### src/rtl/ktane_io_pkg.sv
// ============================================================================
// Module   : ktane_io_pkg
// Brief    : Button channel map and default pin polarity for the KTANE IO path.
// Revision : 1.0 - initial release
// ============================================================================
`default_nettype none

package ktane_io_pkg;

    localparam int KTANE_NUM_BUTTONS = 8;

    localparam int BTN_BIG      = 0;
    localparam int BTN_MORSE_L  = 1;
    localparam int BTN_MORSE_R  = 2;
    localparam int BTN_MORSE_TX = 3;
    localparam int BTN_KP_TL    = 4;
    localparam int BTN_KP_TR    = 5;
    localparam int BTN_KP_LL    = 6;
    localparam int BTN_KP_LR    = 7;

    // Every module pin on the board is wired active-low.
    localparam logic [KTANE_NUM_BUTTONS-1:0] KTANE_DEFAULT_INVERT_MASK = 8'hFF;

endpackage : ktane_io_pkg

`default_nettype wire

### src/rtl/ktane_input_conditioner_if.sv
// ============================================================================
// Module   : ktane_input_conditioner_if
// Brief    : Raw button pins in, clean levels / edge events / sticky flags out.
// Revision : 1.0 - initial release
// ============================================================================
`default_nettype none

interface ktane_input_conditioner_if
    import ktane_io_pkg::*;
#(
    parameter int NUM_IN = KTANE_NUM_BUTTONS
);
    logic [NUM_IN-1:0] raw_in;
    logic [NUM_IN-1:0] clean;
    logic [NUM_IN-1:0] press;
    logic [NUM_IN-1:0] release_pulse;
    logic [NUM_IN-1:0] clear_flags;
    logic [NUM_IN-1:0] press_flags;

    modport master (
        output raw_in,
        output clear_flags,
        input  clean,
        input  press,
        input  release_pulse,
        input  press_flags
    );

    modport slave (
        input  raw_in,
        input  clear_flags,
        output clean,
        output press,
        output release_pulse,
        output press_flags
    );

endinterface : ktane_input_conditioner_if

`default_nettype wire

### src/rtl/debounce_channel.sv
// ============================================================================
// Module   : debounce_channel
// Brief    : One button: 2-flop sync, polarity fix, debounce, edge pulses and
//            optional sticky press flag (KTANE_EVENT_LATCH_EN).
// Revision : 1.0 - initial release
// ============================================================================
`default_nettype none

module debounce_channel
    import ktane_io_pkg::*;
#(
    parameter int   DEBOUNCE_CYCLES = 500000,
    parameter logic INVERT          = 1'b1
) (
    input  wire  clk,
    input  wire  reset,
    input  wire  i_raw,
    input  wire  i_clear_flag,
    output logic o_clean,
    output logic o_press,
    output logic o_release,
    output logic o_press_flag
);
    localparam int                 c_cnt_w   = $clog2(DEBOUNCE_CYCLES);
    localparam logic [c_cnt_w-1:0] c_cnt_max = c_cnt_w'(DEBOUNCE_CYCLES - 1);

    logic               r_sync1;
    logic               r_sync2;
    logic [c_cnt_w-1:0] r_cnt;
    logic               r_clean;
    logic               r_press;
    logic               r_release;
    logic               w_sync;

    assign w_sync = r_sync2 ^ INVERT;

    // Sync flops reset to INVERT so the normalised level starts at 0.
    always_ff @(posedge clk or posedge reset) begin
        if (reset) begin
            r_sync1   <= INVERT;
            r_sync2   <= INVERT;
            r_cnt     <= '0;
            r_clean   <= 1'b0;
            r_press   <= 1'b0;
            r_release <= 1'b0;
        end else begin
            r_sync1   <= i_raw;
            r_sync2   <= r_sync1;
            r_press   <= 1'b0;
            r_release <= 1'b0;
            if (w_sync == r_clean) begin
                r_cnt <= '0;
            end else if (r_cnt == c_cnt_max) begin
                r_clean   <= w_sync;
                r_cnt     <= '0;
                r_press   <= w_sync;
                r_release <= ~w_sync;
            end else begin
                r_cnt <= r_cnt + 1'b1;
            end
        end
    end

`ifdef KTANE_EVENT_LATCH_EN
    logic r_flag;

    // A press in the same cycle as a clear keeps the flag set.
    always_ff @(posedge clk or posedge reset) begin
        if (reset) begin
            r_flag <= 1'b0;
        end else if (r_press) begin
            r_flag <= 1'b1;
        end else if (i_clear_flag) begin
            r_flag <= 1'b0;
        end
    end

    assign o_press_flag = r_flag;
`else
    // Flag feature absent: output tied low, clear input has no effect.
    assign o_press_flag = i_clear_flag & 1'b0;
`endif

    assign o_clean   = r_clean;
    assign o_press   = r_press;
    assign o_release = r_release;

endmodule : debounce_channel

`default_nettype wire

### src/rtl/ktane_input_conditioner.sv
// ============================================================================
// Module   : ktane_input_conditioner
// Brief    : Conditions all raw module buttons into clean levels and events.
//            Optional sticky press flags: define KTANE_EVENT_LATCH_EN.
// Revision : 1.0 - initial release
// ============================================================================
`default_nettype none

module ktane_input_conditioner
    import ktane_io_pkg::*;
#(
    parameter int                NUM_IN          = KTANE_NUM_BUTTONS,
    parameter int                DEBOUNCE_CYCLES = 500000,
    parameter logic [NUM_IN-1:0] INVERT_MASK     = KTANE_DEFAULT_INVERT_MASK
) (
    input wire                        clk,
    input wire                        reset,
    ktane_input_conditioner_if.slave  bus
);

    generate
        for (genvar i = 0; i < NUM_IN; i++) begin : g_chan
            debounce_channel #(
                .DEBOUNCE_CYCLES (DEBOUNCE_CYCLES),
                .INVERT          (INVERT_MASK[i])
            ) u_chan (
                .clk          (clk),
                .reset        (reset),
                .i_raw        (bus.raw_in[i]),
                .i_clear_flag (bus.clear_flags[i]),
                .o_clean      (bus.clean[i]),
                .o_press      (bus.press[i]),
                .o_release    (bus.release_pulse[i]),
                .o_press_flag (bus.press_flags[i])
            );
        end
    endgenerate

endmodule : ktane_input_conditioner

`default_nettype wire

### src/flat_wrapper.sv
// flat-port wrapper written by rule: the top's interface ports become plain ports
module ktane_input_conditioner_flat import ktane_io_pkg::*;
#(
    parameter int                NUM_IN          = KTANE_NUM_BUTTONS,
    parameter int                DEBOUNCE_CYCLES = 500000,
    parameter logic [NUM_IN-1:0] INVERT_MASK     = KTANE_DEFAULT_INVERT_MASK
)
  (clk, reset, bus_raw_in, bus_clear_flags, bus_clean, bus_press, bus_release_pulse, bus_press_flags);
  ktane_input_conditioner_if #(.NUM_IN(NUM_IN)) bus_i ();
  input wire clk;
  input wire reset;
  input wire logic [$bits(bus_i.raw_in)-1:0] bus_raw_in;
  input wire logic [$bits(bus_i.clear_flags)-1:0] bus_clear_flags;
  output wire logic [$bits(bus_i.clean)-1:0] bus_clean;
  output wire logic [$bits(bus_i.press)-1:0] bus_press;
  output wire logic [$bits(bus_i.release_pulse)-1:0] bus_release_pulse;
  output wire logic [$bits(bus_i.press_flags)-1:0] bus_press_flags;
  assign bus_i.raw_in = bus_raw_in;
  assign bus_i.clear_flags = bus_clear_flags;
  assign bus_clean = bus_i.clean;
  assign bus_press = bus_i.press;
  assign bus_release_pulse = bus_i.release_pulse;
  assign bus_press_flags = bus_i.press_flags;
  ktane_input_conditioner #(.NUM_IN(NUM_IN), .DEBOUNCE_CYCLES(DEBOUNCE_CYCLES), .INVERT_MASK(INVERT_MASK)) u_core (.clk(clk), .reset(reset), .bus(bus_i));
endmodule
### config.mk
export PLATFORM = sky130hd
export DESIGN_NAME = ktane_input_conditioner_flat
export DESIGN_NICKNAME = d
export VERILOG_FILES = /design/src/rtl/ktane_io_pkg.sv /design/src/rtl/ktane_input_conditioner_if.sv /design/src/rtl/debounce_channel.sv /design/src/rtl/ktane_input_conditioner.sv /design/src/flat_wrapper.sv
export SDC_FILE = /design/constraint.sdc
export NUM_CORES = 1
export LEC_CHECK = 0
export CAP_MARGIN = 30
export CORE_ASPECT_RATIO = 1.1
export CORE_MARGIN = 4
export CORE_UTILIZATION = 55
export DETAILED_ROUTE_END_ITERATION = 8
export GPL_TIMING_DRIVEN = 0
export PLACE_DENSITY = 0.83
export SYNTH_ARGS = -nofsm -noshare
export SYNTH_HDL_FRONTEND = slang
export SYNTH_HIERARCHICAL = 1
export SYNTH_SLANG_ARGS = --single-unit
### constraint.sdc
create_clock -name clk -period 2.5 [get_ports clk]
set_clock_uncertainty 0.15 [all_clocks]
set_input_delay 0.5 -clock clk [delete_from_list [all_inputs] [get_ports clk]]
set_output_delay 0.5 -clock clk [all_outputs]
set_load 0.01 [all_outputs]
Yosys cells after proc, flatten, opt, wreduce, memory -nomap -nowiden
Cells that the tools add are included.

storage, ports and cells
  bits in registers = 192
  logic and storage cells = 144
  bits of input ports = 18

cells by class
  bitwise logic cells = 16
  equality and inequality tests = 16
  $add $sub $neg = 8
  reductions and logical operators = 8
  multiplexer cells = 48

operator list
  operator                                                         count
  19-bit 2-to-1 mux                                                16
  19-bit by 1-bit adder with 19-bit output, second input constant  8
  19-bit equality test, second input constant                      8
  1-bit 2-to-1 mux                                                 32
  1-bit NOT                                                        16
  2-bit AND reduction                                              8
  1-bit equality test                                              8

Logic depth before layout (Yosys ltp)
  depth after elaboration = 4
  depth in mapped cells = 6
  depth with buffers taken out = 5

Modules after synthesis
The synthesis kept the hierarchy.

by module, submodules not included
  module            area each (um^2)  cells each  times used
  debounce_channel  1177.4            112         8

Worst setup path before layout
OpenSTA, ideal clock, no wires.

  kind = reg2reg
  from = register u_core.g_chan[0].u_chan.r_cnt[0]
  to = register u_core.g_chan[0].u_chan.r_cnt[18]
  arrival = 1.731 ns
  required time = 2.277 ns
  cell stages (with the launch flop) = 6
  library setup time = 0.073 ns
  slack = 0.545 ns
  cell sequence = dfrtp_1 -> ha_1 -> nand3_4 -> or4_1 -> or3_1 -> a21oi_2

on the way
  longest elaborated chain between the ends = 3

ends and longest elaborated chain
  element                                                                           RTL line                                        source
  start: declaration                                                                debounce_channel.sv:29                          logic [c_cnt_w-1:0] r_cnt;
  start signal: assignment                                                          debounce_channel.sv:59                          r_cnt <= r_cnt + 1'b1;
  19-bit by 1-bit adder with 19-bit output or 19-bit equality test (tied branches)  debounce_channel.sv:59, debounce_channel.sv:53
  19-bit 2-to-1 mux *                                                               debounce_channel.sv:53                          end else if (r_cnt == c_cnt_max) begin
  19-bit 2-to-1 mux *                                                               debounce_channel.sv:51                          if (w_sync == r_clean) begin

Every way passes the cells marked *; elsewhere a longest branch is shown, timed or not.
A chain may end at the register's enable or synchronous reset.

Worst setup path after layout
  from = register u_core.g_chan[3].u_chan.r_cnt[0]
  to = register u_core.g_chan[3].u_chan.r_cnt[0]

on the way
  longest elaborated chain between the ends = 3

ends and longest elaborated chain
  element                                                                           RTL line
  start: declaration                                                                debounce_channel.sv:29
  start signal: assignment                                                          debounce_channel.sv:59
  19-bit by 1-bit adder with 19-bit output or 19-bit equality test (tied branches)  debounce_channel.sv:59, debounce_channel.sv:53
  19-bit 2-to-1 mux *                                                               debounce_channel.sv:53
  19-bit 2-to-1 mux *                                                               debounce_channel.sv:51

Marks and branches as above.

==> metrics.md <==
| Metric | Value |
|---|---|
| Core area | `16600 um^2` |
| Critical path peak fanout | `10` |
| CP peak stage delay | `480 ps` |
| Die width | `133 um` |
| Clock Root Buffer | `clkbuf_16` |
| Post-DR vias/cell | `5.56` |
| Clk_lat worst skew | `430 ps` |
| DR iter-0 viols | `432` |
| Synth Area in Compound Gates | `0.0383` |
| # diodes | `0` |
| NetSw | `1.30 mW` |
| Setup bufs post-CTS | `0` |
| Area Growth Syn to Fin | `13.2%` |
| Largest cells by area after synthesis | `dfrtp_1, xnor2_1, nor2_1` |
| Post-CTS Hold Fix Bufs | `0` |
| Worst Path Buf+Inv | `1` |
| Num CTS Buffers | `17` |
| Total GRT Usage | `0.186` |
| Placed Cells | `1133` |
| Hold WS | `197 ps` |
| Final cell area excluding filler cells | `10700 um^2` |
| Dpl hpwl | `11.5 mm` |
| Clock tree buffer depth | `2` |
| Largest family of logic cells by synthesized area | `simple AND/OR/NAND/NOR gates` |
| Power Dens Cells | `601 nW/um^2` |
| Max_cap viols | `0` |
| RSZ-0062 raised after global routing | `false` |
| Sink Count | `192` |
| CTS tree | `built` |
| Pins Over Slew Limit | `0` |
| Status | `complete, no violations` |
| Hold Crit Class | `reg2reg` |
| Adder-cell share of the synthesized area | `0.0106` |
| Number of synthesis warnings | `6` |
| Synth Area in Simple Gates | `0.278` |
| Num ports | `50` |
| Initial Utilization | `0.569` |
| Crit-path cells | `ha_1, nand3_4, or4_4, o21ai_4, buf_4, nor2_1` |
| Yosys reg bits | `192` |
| Clk network pwr share | `0.464` |
| Crit path DAT | `2360 ps` |
| Port buffer count | `33` |
| Final nets | `974` |
| Final Hold Vio Count | `0` |
| Internal power | `5.11 mW` |
| Share of layout cells above drive strength 1 | `0.121` |
| Initial DRT Pass Iterations | `5` |
| Via count | `6473` |
| Drt wl/cell | `14.5 um` |
| CP top delay family | `simple AND/OR/NAND/NOR gates` |
| Final wirelength | `16.9 mm` |
| Non-filler instance count after layout | `1165` |
| Synth unique cells | `29` |
| Worst endpoint required time | `2660 ps` |
| Final GP Congestion | `0.817` |
| Combinational share of power | `0.033` |
| Endpoints failing setup | `0` |
| Post-DRT Antenna Nets | `0` |
| Slew HR | `0.398` |
| Initial antenna violation count | `0` |
| GR Overflow Total | `0` |
| Net count after synthesis | `922` |
| Post-Route Setup TNS | `0 ps` |
| Synth Area per Inst | `10.5 um^2` |
| Top cell type's share of synthesized area | `0.468` |
| Leakage power | `4.21 nW` |
| Worst-margin pin slew | `902 ps` |
| Fin crit share | `0.880` |
| Most frequent cells in the layout | `nor2_1, dfrtp_1, xnor2_1` |
| Seq pwr share | `0.502` |
| DP Area | `10000 um^2` |
| CTS H-tree depth | `4` |
| CTS resizes | `0` |
| # DRC | `0` |
| Die Y-Extent | `145 um` |
| Worst setup path category | `reg2reg` |
| XOR/XNOR Fraction of Synth Area | `0.126` |
| Startpoint types | `flip-flop` |
| Largest net degree at the start of global routing | `25` |
| VDD IR max | `0.000458 V` |
| Clock transition at path regs | `70 ps` |
| First-pass GRT wire length | `30.1 mm` |
| Post-synthesis sequential area ratio | `0.512` |
| Cells after Synth | `896` |
| Fmax | `454 MHz` |
| Minimum clock period | `2200 ps` |
| Most common cell after layout, fill and taps aside | `nor2_1` |
| Mux contribution to synthesized area | `0.00850` |
| Die area | `19300 um^2` |
| Net switching share of the total power | `0.203` |
| Max stage delay cell, worst path | `or4_4` |
| Area leader, netlist | `dfrtp_1` |
| Row Count | `49` |
| Crit. End Element | `flip-flop` |
| Number of global-route vias before repair | `6512` |
| Mapped cell area | `9420 um^2` |
-- registers in the layout, indices dropped and copies added, names as in the netlist --
signal                          flops
u_core/g_chan.u_chan/r_cnt        152
u_core/g_chan.u_chan/o_clean        8
u_core/g_chan.u_chan/o_press        8
u_core/g_chan.u_chan/o_release      8
u_core/g_chan.u_chan/r_sync1        8
u_core/g_chan.u_chan/r_sync2        8
-- area by class of cell --
class,instances,area (um^2)
Clock buffer,21,440
Tap cell,204,255
Sequential cell,192,4820
Timing Repair Buffer,33,330
Buffer,16,120
Fill cell,1269,5890
Clock inverter,11,214
Inverter,24,90.1
Multi-Input combinational cell,664,4380
-- power by group through the flow --
stage	logic, mW	clock network [mW]	registers, mW
3_3_place_gp	0.216	0	3.27
4_1_cts	0.221	3.05	3.22
2_1_floorplan	0.160	0	3.26
5_1_grt	0.249	3.19	3.23
3_5_place_dp	0.219	0	3.28
6_report	0.214	2.98	3.22
-- Yosys cell counts (all sizes together) --
cell type and instances:
ha 8, nor4 48, nor2 184, nand4 32
nand2 48, buf 16, and3 8, xnor2 120
a21oi 16, o21ai 32, mux2i 8, dfstp 16
or3 8, dfrtp 176, nor3 40, or4 24
conb 8, xor2 16, inv 24, nand4bb 16
nand3 48
-- routing by layer --
layer / GRT usage / wire length, um
met5: 0 / 0
met4: 0.0572 / 138
met1: 0.246 / 7700
met3: 0.0391 / 490
met2: 0.309 / 8570
-- logic make-up (layout without fill, tap and decap cells) --
logic type / Yosys count / count (layout)
AO/OA/AOI/OAI: 48 / 48
XOR/XNOR: 136 / 136
adder cells (fa/ha/maj): 8 / 8
buffers and inverters: 40 / 105
flip-flops: 192 / 192
multiplexers: 8 / 8
other: 8 / 8
AND/OR/NAND/NOR: 456 / 456
-- final timing paths --
kind | endpoint | cells after the start | slack (ps) | from
setup / recovery | u_core/g_chan[3].u_chan/r_cnt[0] | 6 | 300 | u_core/g_chan[3].u_chan/r_cnt[0]
hold / removal | u_core/g_chan[7].u_chan/r_sync2 | 0 | 200 | u_core/g_chan[7].u_chan/r_sync1
setup reg to reg | u_core/g_chan[3].u_chan/r_cnt[0] | 6 | 300 | u_core/g_chan[3].u_chan/r_cnt[0]
hold reg to reg | u_core/g_chan[7].u_chan/r_sync2 | 0 | 200 | u_core/g_chan[7].u_chan/r_sync1
max in group asynchronous | u_core/g_chan[0].u_chan/r_cnt[8] | 2 | 860 | reset
min in group asynchronous | u_core/g_chan[2].u_chan/r_cnt[2] | 2 | 770 | reset
-- through the flow --
stage	power (mW)	setup WS [ps]	utilization
after floorplan	3.42	545	-
after global routing	6.67	204	0.644
final	6.41	299	0.644
after global placement	3.49	329	0.604
after detailed placement	3.50	304	0.604
after CTS	6.49	309	0.644
-- worst reg2reg max path, stage by stage (launching register included) --
cell	delay, ps
dfrtp_1	430
ha_1	300
nand3_4	160
or4_4	480
o21ai_4	270
buf_4	240
nor2_1	60
Power figures use the tool's default switching activity.
